==> src/rtl/board_arbiter.sv <==
// Tic-tac-toe board registers plus a two-source move arbiter that
// replays accepted moves to the game FSM as a timed one-hot click.
module board_arbiter #(
  parameter int HOLD_CYCLES = 4,
  parameter int GAP_CYCLES  = 4
) (
  input  logic       clk_100MHz,
  input  logic       reset_n,
  input  logic       resetPosiciones,
  input  logic [8:0] almacenar_x,
  input  logic [8:0] almacenar_o,
  input  logic       turnoX,
  input  logic       ai_enable,
  input  logic       mouse_req,
  input  logic [8:0] mouse_cuadro,
  input  logic       ai_req,
  input  logic [8:0] ai_cuadro,
  output logic       mouse_ack,
  output logic       ai_ack,
  output logic       illegal,
  output logic [8:0] cuadro,
  output logic       busy,
  output logic [8:0] x,
  output logic [8:0] o
);

  localparam logic [1:0] S_IDLE = 2'd0;
  localparam logic [1:0] S_HOLD = 2'd1;
  localparam logic [1:0] S_GAP  = 2'd2;

  localparam int MAXC = (HOLD_CYCLES > GAP_CYCLES) ?
                        HOLD_CYCLES : GAP_CYCLES;
  localparam int CW   = $clog2(MAXC + 1);

  localparam logic [CW-1:0] HLOAD = CW'(HOLD_CYCLES - 1);
  localparam logic [CW-1:0] GLOAD = CW'(GAP_CYCLES - 1);

  logic [1:0]    state;
  logic [CW-1:0] cnt;

  logic       own_mouse;
  logic       req;
  logic [8:0] req_cell;
  logic       one_hot;
  logic       free;
  logic       ok;
  logic [8:0] x_next;
  logic [8:0] o_next;

  always_comb begin
    own_mouse = ~ai_enable | turnoX;
    req       = own_mouse ? mouse_req : ai_req;
    req_cell  = own_mouse ? mouse_cuadro : ai_cuadro;
    one_hot   = (req_cell != 9'd0) &&
                ((req_cell & (req_cell - 9'd1)) == 9'd0);
    free      = ((x | o) & req_cell) == 9'd0;
    ok        = one_hot & free;
  end

  // X is resolved first so O can never claim a cell X takes this cycle
  always_comb begin
    x_next = x;
    o_next = o;
    if (resetPosiciones) begin
      x_next = 9'd0;
      o_next = 9'd0;
    end else begin
      x_next = x | almacenar_x;
      o_next = o | (almacenar_o & ~x_next);
    end
  end

  always_ff @(posedge clk_100MHz or negedge reset_n) begin
    if (!reset_n) begin
      x <= 9'd0;
      o <= 9'd0;
    end else begin
      x <= x_next;
      o <= o_next;
    end
  end

  always_ff @(posedge clk_100MHz or negedge reset_n) begin
    if (!reset_n) begin
      state     <= S_IDLE;
      cnt       <= '0;
      cuadro    <= 9'd0;
      busy      <= 1'b0;
      mouse_ack <= 1'b0;
      ai_ack    <= 1'b0;
      illegal   <= 1'b0;
    end else begin
      mouse_ack <= 1'b0;
      ai_ack    <= 1'b0;
      illegal   <= 1'b0;
      case (state)
        S_IDLE: begin
          if (req) begin
            mouse_ack <= own_mouse;
            ai_ack    <= ~own_mouse;
            if (ok) begin
              state  <= S_HOLD;
              cnt    <= HLOAD;
              cuadro <= req_cell;
              busy   <= 1'b1;
            end else begin
              illegal <= 1'b1;
            end
          end
        end
        S_HOLD: begin
          if (cnt == '0) begin
            state  <= S_GAP;
            cnt    <= GLOAD;
            cuadro <= 9'd0;
          end else begin
            cnt <= cnt - 1'b1;
          end
        end
        S_GAP: begin
          if (cnt == '0) begin
            state <= S_IDLE;
            busy  <= 1'b0;
          end else begin
            cnt <= cnt - 1'b1;
          end
        end
        default: begin
          state  <= S_IDLE;
          cnt    <= '0;
          cuadro <= 9'd0;
          busy   <= 1'b0;
        end
      endcase
    end
  end

endmodule

==> config.mk <==
export PLATFORM = sky130hd
export DESIGN_NAME = board_arbiter
export DESIGN_NICKNAME = d
export VERILOG_FILES = /design/src/rtl/board_arbiter.sv
export SDC_FILE = /design/constraint.sdc
export NUM_CORES = 1
export LEC_CHECK = 0
export ABC_CLOCK_PERIOD_IN_PS = 4800
export BUFFER_PORTS_ARGS = -buffer_cell sky130_fd_sc_hd__buf_2
export CORE_MARGIN = 3
export CORE_UTILIZATION = 45
export DETAILED_ROUTE_END_ITERATION = 6
export PLACE_DENSITY = 0.73
export SYNTH_ARGS = -nofsm -noshare
export SYNTH_HDL_FRONTEND = slang
export SYNTH_SLANG_ARGS = --single-unit
==> constraint.sdc <==
create_clock -name clk_100MHz -period 4.8 [get_ports clk_100MHz]
set_clock_uncertainty 0.1 [all_clocks]
set_input_delay 0.24 -clock clk_100MHz [delete_from_list [all_inputs] [get_ports clk_100MHz]]
set_output_delay 0.24 -clock clk_100MHz [all_outputs]
set_load 0.005 [all_outputs]
==> reports/qor.txt <==
outcome: completed
hold slack final: 0.0766 ns
Tmin final: 2.70 ns
full die area: 4780 um^2
Buffers on Ports: 73
crit path max fanout: 18
wire length on met1: 1980 um
Worst Path Arrival: 2.74 ns
max frequency: 370 MHz
clk_lat worst skew: 0.29 ns
first-pass GRT wire length: 7110 um
Max clock buf depth: 2
Setup TNS Final: 0 ns
total CTS buffers: 5
most common cell after layout, fill and taps aside: buf_2
detailed-route wire length: 4260 um
Max Transition Viols Final: 0
multi-input logic area: 817 um^2
number of synthesized flops with an enable pin: 0
initial antenna violation count: 0
Final Wtd Congestion: 0.841
DR WL/cell: 13.6 um
WP data required: 4.84 ns
n_diodes: 0
gr usage total: 18.5%
Yosys top cell by area: dfrtp_1
DR pass1 iterations: 4
largest net degree at the start of global routing: 37
Mapped Cells: 192
1st-iter DRT viols: 64
Mapped Area: 1800 um^2
I/O pins: 74
final worst path period share: 56.3%
critical path class: in2reg
met3 wire length: 304 um
Final Cell Area: 2280 um^2
Final Hold Viols: 0
Met2 Routed Length: 1910 um
Detail Route Antenna Nets: 0
vias in the first global route: 1,515
Cell Area, Placed: 2160 um^2
FF+latch area: 901 um^2
area grow syn2layout: 27.0%
Critical Path Start Type: input port
CTS sink count: 36
syn nets: 237
Rel. slew slack: 29.6%
NumNets Final: 310
detailed-route via count: 1,630
Max IR drop VDD: 0.192 mV
total congestion overflow: 0
highest metal used: met4
share of the synthesized area in the top cell type: 50.2%
Avg Inst Size Synth: 9.35 um^2
number of register bits inferred by synthesis: 36
post-synthesis async set-or-reset flop share: 100%
sequential area share after synthesis: 50.2%
final setup vio count: 0
hpwl dp: 3180 um
H-tree depth: 2
most frequent cells in the layout: 73 x buf_2, 50 x nor2_1, 36 x dfrtp_1
final core occ: 60.9%
Ys Warns: 0
Leakage: 0.00123 uW
Pwr Total: 712 uW
CTS tree: yes
Worst Hold Class: in2reg
Filler Cell Count: 335
DRC Markers: 0
Synth area leaders: dfrtp_1 50%, nor2_1 10%, mux2i_1 6.7%, o22ai_1 3.8%, nand2_1 3.8%
P per Cell Area: 312 nW/um^2
post-synth cell types: 37
Initial Util: 48.0%
die width: 69.2 um
DIE HEIGHT: 69.2 um
root buffer cell: clkbuf_8
Via density: 5.19
row cnt: 22
core area: 3740 um^2
Worst Setup End Kind: flop
slew of the pin with the lowest slew margin: 1.05 ns
RSZ-0062 raised after global routing: false
total of max-cap violations: 0
Top FF cell, synth: dfrtp_1
clk slew on worst S/H paths: 0.07 ns
layout cell share with drive strength beyond 1: 32.3%
## repair_timing
item | 4_1_cts | 5_1_grt
buffers inserted | 0 | 0
hold buffers | 1 | 0
endpoints found under the hold margin | 36 | 0
resized for setup | 0 | 0
## layout make-up
class | instances | share of cell area, %
repair buffers | 74 | 16.5
flip-flops and latches | 36 | 39.5
clock inverters | 3 | 1.87
well taps | 48 | 2.63
inverters | 4 | 0.659
multi-input cells | 144 | 35.8
clock buffers | 5 | 3.02
## per-stage QoR
step,instances,worst slack [ns]
finish,314,2.10
global route,314,1.89
CTS,314,2.08
detailed placement,305,1.79
global placement,305,1.93
floorplan,192,2.26
## final timing paths
check,startpoint,endpoint,slack (ns),depth (start not counted)
hold reg to reg,o[6],o[6],0.42,2
max in group asynchronous,reset_n,o[2],3.64,2
min in group asynchronous,reset_n,cnt[2],0.46,2
setup reg to reg,x[7],cuadro[8],2.20,6
hold / removal,almacenar_x[2],x[2],0.08,3
setup / recovery,turnoX,cuadro[8],2.10,8
## synth_stat cells (all sizes together) (3+ instances only)
library cell and instances:
nor3 3, buf 3, o21ai 8, dfrtp 36
clkbuf 5, a31oi 3, nor2 50, mux2i 12
a21oi 10, inv 4, o22ai 11, nand2 18
## metal layers
layer / vias up / global-route usage, %
li1: 808 / -
met3: 6 / 5.83
met1: 763 / 25.7
met4: 0 / 5.86
met5: - / 0
met2: 53 / 27.5
## logic make-up after synthesis
logic type	share of synthesized area [%]
AOI/OAI and AO/OA	14.4
DFF	50.2
muxes	7.94
xor gates and xnor gates	1.46
buffers and inverters	4.32
adders and majority gates	1.39
and+or+nand+nor	20.3
## critical path: stages
cell and delay [ns]:
buf_2 0.09, nand2b_4 0.28, mux2i_1 0.29, o22ai_1 0.12, or3_1 0.40, or4_1 0.59, nor3b_2 0.56, o22ai_1 0.17
## power by group
group	internal (uW)	switching [uW]
Clock	154	110
Sequential	320	10.5
Combinational	53.6	64.6
Total	527	185
## flip-flops by register name (all words and copies together) (netlist names)
signal	cells
ai_ack	1
busy	1
cnt	3
cuadro	9
illegal	1
mouse_ack	1
o	9
state	2
x	9
(Power assumes the default switching activity.)
